<file path="src/rtl/mem_stage.sv">
// Memory-access pipeline stage: runs one load/store per memory opcode through a
// req/ready handshake, extends load data and presents the write-back triple.
module mem_stage #(
  parameter int ADDR_W = 32,
  parameter int DATA_W = 32,
  parameter int OP_W   = 4
) (
  input  logic              clk,
  input  logic              rst,
  input  logic [OP_W-1:0]   in_aluop,
  input  logic [ADDR_W-1:0] in_mem_addr,
  input  logic [4:0]        in_wd,
  input  logic              in_wreg,
  input  logic [DATA_W-1:0] in_wdata,
  input  logic              mc_ready,
  input  logic [DATA_W-1:0] mc_rdata,
  output logic              mc_req,
  output logic              mc_we,
  output logic [ADDR_W-1:0] mc_addr,
  output logic [DATA_W-1:0] mc_wdata,
  output logic [1:0]        mc_len,
  output logic              stall_req,
  output logic [4:0]        wb_wd,
  output logic              wb_wreg,
  output logic [DATA_W-1:0] wb_wdata
);

  // state | meaning
  // IDLE  | pass-through for NOP; launches a request on a memory opcode
  // BUSY  | request outstanding, waiting for mc_ready
  // DONE  | transaction finished, write-back presented, pipeline released
  typedef enum logic [1:0] {IDLE, BUSY, DONE} state_t;

  localparam logic [OP_W-1:0] OP_LB  = OP_W'(1);
  localparam logic [OP_W-1:0] OP_LH  = OP_W'(2);
  localparam logic [OP_W-1:0] OP_LW  = OP_W'(3);
  localparam logic [OP_W-1:0] OP_LBU = OP_W'(4);
  localparam logic [OP_W-1:0] OP_LHU = OP_W'(5);
  localparam logic [OP_W-1:0] OP_SB  = OP_W'(6);
  localparam logic [OP_W-1:0] OP_SH  = OP_W'(7);
  localparam logic [OP_W-1:0] OP_SW  = OP_W'(8);

  state_t            state, state_nx;
  logic [OP_W-1:0]   op_q;
  logic [DATA_W-1:0] result_q;
  logic              is_mem, is_store;
  logic [1:0]        len;
  logic [DATA_W-1:0] load_ext;

  always_comb begin
    is_mem   = 1'b1;
    is_store = 1'b0;
    len      = 2'd0;
    case (in_aluop)
      OP_LB, OP_LBU: len = 2'd0;
      OP_LH, OP_LHU: len = 2'd1;
      OP_LW:         len = 2'd3;
      OP_SB:         is_store = 1'b1;
      OP_SH: begin
        is_store = 1'b1;
        len      = 2'd1;
      end
      OP_SW: begin
        is_store = 1'b1;
        len      = 2'd3;
      end
      default:       is_mem = 1'b0;
    endcase
  end

  // Extension keys off the opcode latched at launch, not the live input.
  always_comb begin
    load_ext = mc_rdata;
    case (op_q)
      OP_LB:   load_ext = {{(DATA_W-8){mc_rdata[7]}}, mc_rdata[7:0]};
      OP_LBU:  load_ext = {{(DATA_W-8){1'b0}}, mc_rdata[7:0]};
      OP_LH:   load_ext = {{(DATA_W-16){mc_rdata[15]}}, mc_rdata[15:0]};
      OP_LHU:  load_ext = {{(DATA_W-16){1'b0}}, mc_rdata[15:0]};
      default: load_ext = mc_rdata;
    endcase
  end

  always_ff @(posedge clk) begin
    if (rst) state <= IDLE;
    else     state <= state_nx;
  end

  always_comb begin
    state_nx  = state;
    stall_req = 1'b0;
    wb_wd     = in_wd;
    wb_wreg   = in_wreg;
    wb_wdata  = in_wdata;
    case (state)
      IDLE: begin
        if (is_mem) begin
          stall_req = 1'b1;
          wb_wreg   = 1'b0;
          state_nx  = BUSY;
        end
      end
      BUSY: begin
        stall_req = 1'b1;
        wb_wreg   = 1'b0;
        if (mc_ready) state_nx = DONE;
      end
      DONE: begin
        state_nx = IDLE;
        if (mc_we) wb_wreg  = 1'b0;
        else       wb_wdata = result_q;
      end
      default: state_nx = IDLE;
    endcase
  end

  always_ff @(posedge clk) begin
    if (rst) begin
      mc_req   <= 1'b0;
      mc_we    <= 1'b0;
      mc_addr  <= '0;
      mc_wdata <= '0;
      mc_len   <= 2'd0;
      op_q     <= '0;
      result_q <= '0;
    end else begin
      case (state)
        IDLE: begin
          if (is_mem) begin
            mc_req   <= 1'b1;
            mc_we    <= is_store;
            mc_addr  <= in_mem_addr;
            mc_wdata <= in_wdata;
            mc_len   <= len;
            op_q     <= in_aluop;
          end
        end
        BUSY: begin
          if (mc_ready) begin
            mc_req <= 1'b0;
            if (!mc_we) result_q <= load_ext;
          end
        end
        default: ;
      endcase
    end
  end

endmodule

</file>
<file path="config.mk">
export PLATFORM = sky130hd
export DESIGN_NAME = mem_stage
export DESIGN_NICKNAME = d
export VERILOG_FILES = /design/src/rtl/mem_stage.sv
export SDC_FILE = /design/constraint.sdc
export NUM_CORES = 1
export LEC_CHECK = 0
export CORE_UTILIZATION = 35
export DETAILED_ROUTE_END_ITERATION = 7
export PLACE_DENSITY = 0.68
export SLEW_MARGIN = 0
export SYNTH_ARGS = -nofsm -noshare
export SYNTH_HDL_FRONTEND = slang
export SYNTH_SLANG_ARGS = --single-unit
</file>
<file path="constraint.sdc">
create_clock -name clk -period 3.8 [get_ports clk]
set_clock_uncertainty 0.15 [all_clocks]
set_input_delay 0.76 -clock clk [delete_from_list [all_inputs] [get_ports clk]]
set_output_delay 0.76 -clock clk [all_outputs]
set_load 0.01 [all_outputs]
</file>
# Word level (Yosys, flattened, before mapping)
# Cells that the tools add are included.
# Widths: inputs -> output; s select.
word_totals:
  register_bits: 106
  input_bits: 109
  out_inout_bits: 107
classes:
  n_eq_ne: 16
  mux: 17
  n_bitwise: 1
  n_reduce_logical: 10
op_table:
  columns: ["cell", "n"]
  rows:
  - ["$pmux 32 s4", 1]
  - ["$mux 32", 2]
  - ["$eq 4x3->1 const B", 6]
  - ["$eq 4x2->1 const B", 3]
  - ["$eq 4x1->1 const B", 2]
  - ["$pmux 2 s2", 2]
  - ["$reduce_or 8->1", 1]
  - ["$mux 1", 7]
  - ["$reduce_and 3->1", 2]
  - ["$reduce_or 3->1", 2]
  - ["$eq 4x4->1 const B", 1]
  - ["$mux 2", 2]
  - ["$ne 2x2->1 const B", 2]
  - ["$pmux 1 s2", 2]
  - ["$reduce_and 2->1", 2]
  - ["$pmux 1 s3", 1]
  - ["$eq 2x1->1 const B", 1]
  - ["$eq 2x2->1 const B", 1]
  - ["$logic_not 2->1", 1]
  - ["$reduce_bool 2->1", 1]
  - ["$reduce_or 2->1", 1]
  - ["$not 1->1", 1]

# Longest topological paths before layout
# Gate-level depths: netlist (run 1).
logic_depth:
  word_depth: 5
  mapped_depth: 7
  depth_no_buf: 3

# Least setup slack after synthesis (run 1)
# Ideal clock, no wire load.
synth_timing:
  kind: "input port to output port"
  startpoint: "in in_aluop[3]"
  endpoint: "out wb_wreg"
  t_arrival_ns: 1.711
  setup_slack_ns: 1.179
  stages: 4
  path_cell_list: "or4_4 > buf_6 > nand2_1 > a31o_1"
synth_between:
  elab_chain_len: 5
  word_cells_on_any_way: 12
  cone_classes: "eq/ne (8); mux (3); reduce/logical (1)"
synth_rtl:
  columns: ["element", "line_no", "text"]
  rows:
  - ["start: declaration", "10", "input logic [OP_W-1:0] in_aluop,"]
  - ["$eq 4x4->1, or another cell as far along", "54", "case (in_aluop)"]
  - ["$reduce_or 8->1 (no line) (*)", null, null]
  - ["$mux 1 (*)", "54", null]
  - ["$mux 1 (*)", "96", "if (is_mem) begin"]
  - ["$pmux 1 s3 (*)", "94", "case (state)"]
  - ["end: declaration", "24", "output logic wb_wreg,"]
# Every way passes the cells marked *; elsewhere a longest branch is shown, timed or not.

# Worst setup path in the final report (run 1)
# Same ends and word-level chain as after synthesis.

==> flow_summary.json, run 1 <==
{
  "design_area_mm2": 0.007458,
  "power_switching_mw": 0.8138,
  "initial_core_util_pct": 35.77,
  "fillers": 1348,
  "hpwlAfterDp_mm": 10.84,
  "seqPwrFrac_pct": 41.3,
  "synth_top_area_cell": "dfxtp_1",
  "cts-root-buf": "clkbuf_16",
  "drt_wl_total_mm": 16.74,
  "slew_violations": 0,
  "synth_area_mm2": 0.005199,
  "grt_overflow": 0,
  "cts_resized": 0,
  "critPathMaxFanout": 3,
  "m1WireLength_mm": 7.251,
  "min_path_type": "register to register",
  "cts_setup_buffers": 0,
  "dieArea_mm2": 0.01535,
  "synth_area_per_cell_um2": 9.137,
  "area_growth_pct": 43.47,
  "clockBufferDepth": 2,
  "cts_hold_buf": 0,
  "period_needed_ns": 3.439,
  "drt_iter0_drc": 385,
  "ys_seq_area_share_pct": 40.82,
  "die_y_um": 123.9,
  "slew_headroom_pct": 22.84,
  "synth_nets": 678,
  "clock_latency_ns": 0.34,
  "power_density_mw_per_mm2": 407.2,
  "cts.sinks": 106,
  "fin_crit_sh_pct": 90.49,
  "highest_layer": "met4",
  "crit_top_cell": "clkdlybuf4s50_1",
  "yosys_most_used_dff": "dfxtp_1",
  "grt_pass1_vias": 5149,
  "wl_met3_mm": 1.064,
  "antenna_found_initial": 0,
  "htree_num_levels": 3,
  "p_clk_share_pct": 35.8,
  "crit_path_end_kind": "output pin",
  "routabilityCongestion": 0.8152,
  "critPathKind": "input pin to output pin",
  "synth_edf_count": 0,
  "max-vdd-ir-drop_uv": 192.4,
  "comb_power_share_pct": 22.9,
  "placed_cell_area_mm2": 0.007106,
  "final_nets": 827,
  "die_w_um": 123.9,
  "path_cells": "clkdlybuf4s50_1 -> or4_4 -> nand2_1 -> a31o_1 -> clkdlybuf4s50_1",
  "antenna_left": 0,
  "slowest_delay_ns": 0.54,
  "rows": 44,
  "ys_ff_latch": 106,
  "crit_path_top_delay_cell": "or4_4",
  "fin_tns_setup_ns": 0,
  "cts_buffers": 9,
  "route.detailed.drc": 0,
  "final_cell_mix": "clkdlybuf4s50_1, dfxtp_1, a21oi_1, o31ai_1, nand4_1",
  "status": "complete, no violations",
  "leakagePower_nw": 2.650,
  "wl_met2_mm": 8.144,
  "setup-violations-final": 0,
  "max_freq_ghz": 0.2908,
  "antenna_cells": 0,
  "vias_per_cell": 5.807,
  "hold_viol_final": 0,
  "cp.arrival_ns": 2.53,
  "yosys_warnings": 0,
  "worst_pin_slew_ns": 1.157,
  "grt_util_all_layers_pct": 21.51,
  "synth_top_area_share_pct": 40.82,
  "clkSlewWorstSetupHoldPaths_ns": 0.07,
  "grt_pass1_wl_mm": 25.93,
  "syn_inst": 569,
  "placedCellCount": 891,
  "switching_share_pct": 26.80,
  "cp_data_required_time_ns": 2.89,
  "drive_above_1_share_pct": 7.884,
  "synth_area_leaders": "dfxtp_1, o31ai_1, a21oi_1",
  "core_mm2": 0.01453,
  "synth_cell_type_count": 50,
  "port_buffers": 205,
  "first_pass_iters": 5,
  "layout_setup_ws_ns": 0.3613,
  "route.vias.total": 5267,
  "rsz0062_at_grt": "no",
  "layout_commonest_cell": "clkdlybuf4s50_1",
  "p_int_mw": 2.223,
  "routedWlPerCell_um": 18.46,
  "fin_cells": 907,
  "dpl_worst_slack_ns": 0.3631,
  "ios": 216,
  "grt_max_degree": 82,
  "cts_tree": "yes",
  "synthArstFlopShare_pct": 0,
  "start_kind": "input pin",
  "maxCapViolCount": 0
}
[synth_stat cells (8+ instances only)]
library cell,n
nand2_1,21
o31ai_2,8
o31ai_1,75
o21ai_0,25
buf_4,17
buf_6,13
a31oi_1,16
nand4_1,64
clkbuf_1,29
mux2_1,30
a21oi_1,85
dfxtp_1,106
o21ai_1,9
buf_2,17
[state kept, by name (all words and copies together) (netlist names)]
signal    cells
mc_addr      32
mc_req        1
mc_len        2
mc_wdata     32
op_q          4
result_q     32
mc_we         1
state         2
[power by group through the flow]
stage,sequential (mW),clock (mW),combinational (mW)
global route,1.26,1.15,0.753
floorplan,1.29,0,0.351
CTS,1.25,1.11,0.697
global placement,1.28,0,0.684
finish,1.25,1.09,0.696
detailed placement,1.28,0,0.694
[metal layers]
layer  vias up  GRT usage [%]
met3        20          4.075
met1      2575          26.42
met4         0          7.455
met2       186          37.36
li1       2486              -
met5         -              0
[metrics by stage]
stage / util (%) / hold slack [ns] / power, mW
2_1_floorplan: - / 0.2829 / 1.638
6_report: 51.32 / 0.3112 / 3.037
3_3_place_gp: 48.89 / 0.2927 / 1.960
4_1_cts: 51.32 / 0.3084 / 3.060
3_5_place_dp: 48.89 / 0.2985 / 1.973
5_1_grt: 51.32 / 0.3308 / 3.168
[worst paths after layout]
check	start	to	slack [ns]	depth (start not counted)
worst max-delay path	in_aluop[3]	wb_wreg	0.36	5
worst min-delay path	result_q[5]	result_q[5]	0.31	2
worst max register to register	state[1]	mc_addr[28]	1.32	4
worst min register to register	result_q[5]	result_q[5]	0.31	2
[critical path, delay by kind of cell]
family,cells,cell delay (ns)
buffers and inverters,2,0.95
AND/OR/NAND/NOR,2,0.66
AO/OA/AOI/OAI,1,0.15
[final cells by class]
cell class / count / area [µm²] / share of cell area [%]
well taps: 184 / 230.2 / 3.087
clock buffers: 11 / 252.7 / 3.389
repair buffers: 219 / 2152 / 28.85
inverters: 3 / 11.26 / 0.1510
flip-flops and latches: 106 / 2122 / 28.45
clock inverters: 5 / 100.1 / 1.342
multi-input cells: 379 / 2590 / 34.73
[cells by family (layout without fill, tap and decap cells)]
kind of cell / Yosys count / in the layout / share of synthesized area (%)
compound gates: 232 / 232 / 28.74
simple gates: 112 / 112 / 13.36
flops: 106 / 106 / 40.82
buf+inv: 84 / 238 / 9.579
mux: 34 / 34 / 7.340
xor+xnor: 1 / 1 / 0.1685
(Power assumes the default switching activity.)
==> run 2, diff against run 1 <==
--- a/config.mk
+++ b/config.mk
@@ -5,6 +5,7 @@
 export SDC_FILE = /design/constraint.sdc
 export NUM_CORES = 1
 export LEC_CHECK = 0
+export CAP_MARGIN = 20
 export CORE_UTILIZATION = 35
 export DETAILED_ROUTE_END_ITERATION = 7
 export PLACE_DENSITY = 0.68
==> run 2 against run 1 <==
Compared with the run above:
- first-iteration DRC count shrank 5.5%
- die area is the same
- sequential power is essentially flat
- clock-buffer cell count is the same
- setup slack lost 0.0017 ns
- cell area grew 0.27%
- clock power is essentially flat
- fmax is essentially flat
- core utilization grew 0.14 points
- critical path type unchanged
- largest power group unchanged
==> flow_summary.json, run 2 (synthesized netlist as in run 1, its figures left out) <==
{
  "status": "complete, no violations",
  "rows": 44,
  "start_kind": "input pin",
  "cts.sinks": 106,
  "reg2reg_slack_ns": 1.73,
  "cts_tree": "yes",
  "slew_violations": 0,
  "switching_share_pct": 26.80,
  "hpwlAfterDp_mm": 10.84,
  "grt_pass1_vias": 5149,
  "final_nets": 828,
  "cp_data_required_time_ns": 2.89,
  "hold_viol_final": 0,
  "holdPathEnd": "result_q[2]",
  "cts_buffers": 9,
  "min_path_cells": 2,
  "path_cells": "clkdlybuf4s50_1 -> or4_4 -> nand2_1 -> a31o_1 -> clkdlybuf4s50_1",
  "p_clk_share_pct": 35.7,
  "max_freq_ghz": 0.2907,
  "area_growth_pct": 43.85,
  "die_w_um": 123.9,
  "critPathMaxFanout": 3,
  "power_density_mw_per_mm2": 407.1,
  "routabilityCongestion": 0.8152,
  "leakagePower_nw": 2.658,
  "holdCritStartpoint": "result_q[2]",
  "die_y_um": 123.9,
  "layout_commonest_cell": "clkdlybuf4s50_1",
  "rsz0062_at_grt": "no",
  "htree_num_levels": 3,
  "grt_pass1_wl_mm": 25.93,
  "fin_crit_sh_pct": 90.54,
  "grt_util_all_layers_pct": 21.51,
  "max-vdd-ir-drop_uv": 192.0,
  "met2_usage_pct": 37.36,
  "grt_max_degree": 82,
  "drive_above_1_share_pct": 8.011,
  "met3_usage_pct": 4.075,
  "seqPwrFrac_pct": 41.2,
  "crit_top_cell": "clkdlybuf4s50_1",
  "slowest_delay_ns": 0.54,
  "grt_overflow": 0,
  "routedWlPerCell_um": 18.39,
  "drt_wl_total_mm": 16.70,
  "ios": 216,
  "rr_startpoint": "state[1]",
  "clkSlewWorstSetupHoldPaths_ns": 0.07,
  "power_switching_mw": 0.8157,
  "clock_latency_ns": 0.34,
  "route.vias.total": 5249,
  "drt_iter0_drc": 364,
  "first_pass_iters": 5,
  "p_int_mw": 2.228,
  "cts-root-buf": "clkbuf_16",
  "port_buffers": 205,
  "critical_path.startpoint": "in_aluop[3]",
  "total_power_mw": 3.044,
  "clockBufferDepth": 2,
  "cts_resized": 0,
  "period_needed_ns": 3.440,
  "critPathKind": "input pin to output pin",
  "antenna_left": 0,
  "crit_path_top_delay_cell": "or4_4",
  "cp.arrival_ns": 2.53,
  "initial_core_util_pct": 35.77,
  "cts_hold_buf": 0,
  "hold-worst-slack_ns": 0.3120,
  "worst_pin_slew_ns": 1.004,
  "route.detailed.drc": 0,
  "maxCapViolCount": 0,
  "ff2ff_path_depth": 5,
  "setup-violations-final": 0,
  "final_cell_mix": "clkdlybuf4s50_1, dfxtp_1, a21oi_1, o31ai_1, nand4_1",
  "slew_headroom_pct": 32.73,
  "fin_util_pct": 51.45,
  "min_path_type": "register to register",
  "vias_per_cell": 5.781,
  "antenna_cells": 0,
  "reg_top3": "mc_addr (32), mc_wdata (32), result_q (32)",
  "dieArea_mm2": 0.01535,
  "core_mm2": 0.01453,
  "comb_power_share_pct": 23.1,
  "cts_setup_buffers": 0,
  "crit_path_end_kind": "output pin",
  "fin_tns_setup_ns": 0,
  "grt.busiest_layer": "met2",
  "antenna_found_initial": 0,
  "timing.rr.end": "mc_addr[28]",
  "use_met1_pct": 26.42
}
==> run 2: cell types whose count changed in the layout (fill, tap and decap cells not counted), sizes merged <==
cell,previous run,this run
buf,15,16
==> run 2: how the worst max path moves through the flow <==
| stage | slack [ns] | to | depth (start not counted) |
|---|---|---|---|
| after global placement | 0.37 | wb_wreg | 5 |
| final | 0.36 | wb_wreg | 5 |
| after floorplan | 1.18 | wb_wreg | 4 |
| after global routing | 0.25 | wb_wdata[31] | 4 |
| after detailed placement | 0.36 | wb_wreg | 5 |
| after CTS | 0.36 | wb_wdata[31] | 4 |
==> run 2: per-stage QoR <==
step,area (µm²),setup slack (ns),instances
floorplan,5199,1.179,569
global placement,7106,0.3737,891
detailed placement,7106,0.3631,891
CTS,7458,0.3617,907
global route,7478,0.2460,908
finish,7478,0.3596,908
==> run 2: metal layers <==
layer | vias up | part of all wire [%]
li1 | 2491 | -
met1 | 2534 | 43
met2 | 197 | 49
met3 | 27 | 6.5
met4 | 0 | 1.9
met5 | - | 0
==> run 2: power groups by stage <==
| stage | Clock (mW) | Sequential (mW) | Combinational [mW] |
|---|---|---|---|
| 2_1_floorplan | 0 | 1.29 | 0.351 |
| 3_3_place_gp | 0 | 1.28 | 0.684 |
| 3_5_place_dp | 0 | 1.28 | 0.694 |
| 4_1_cts | 1.11 | 1.25 | 0.697 |
| 5_1_grt | 1.15 | 1.26 | 0.760 |
| 6_report | 1.09 | 1.25 | 0.703 |
==> run 2: final cells by class <==
class	count	area [µm²]
clock buffers	11	252.7
clock inverters	5	100.1
fillers	1346	7056
inverters	3	11.26
multi-input cells	379	2590
flip-flops and latches	106	2122
well taps	184	230.2
repair buffers	220	2172
==> run 2: critical path, delay by kind of cell <==
| kind | cells | cell delay (ns) |
|---|---|---|
| and+or+nand+nor | 2 | 0.66 |
| AOI/OAI and AO/OA | 1 | 0.15 |
| buffers and inverters | 2 | 0.95 |
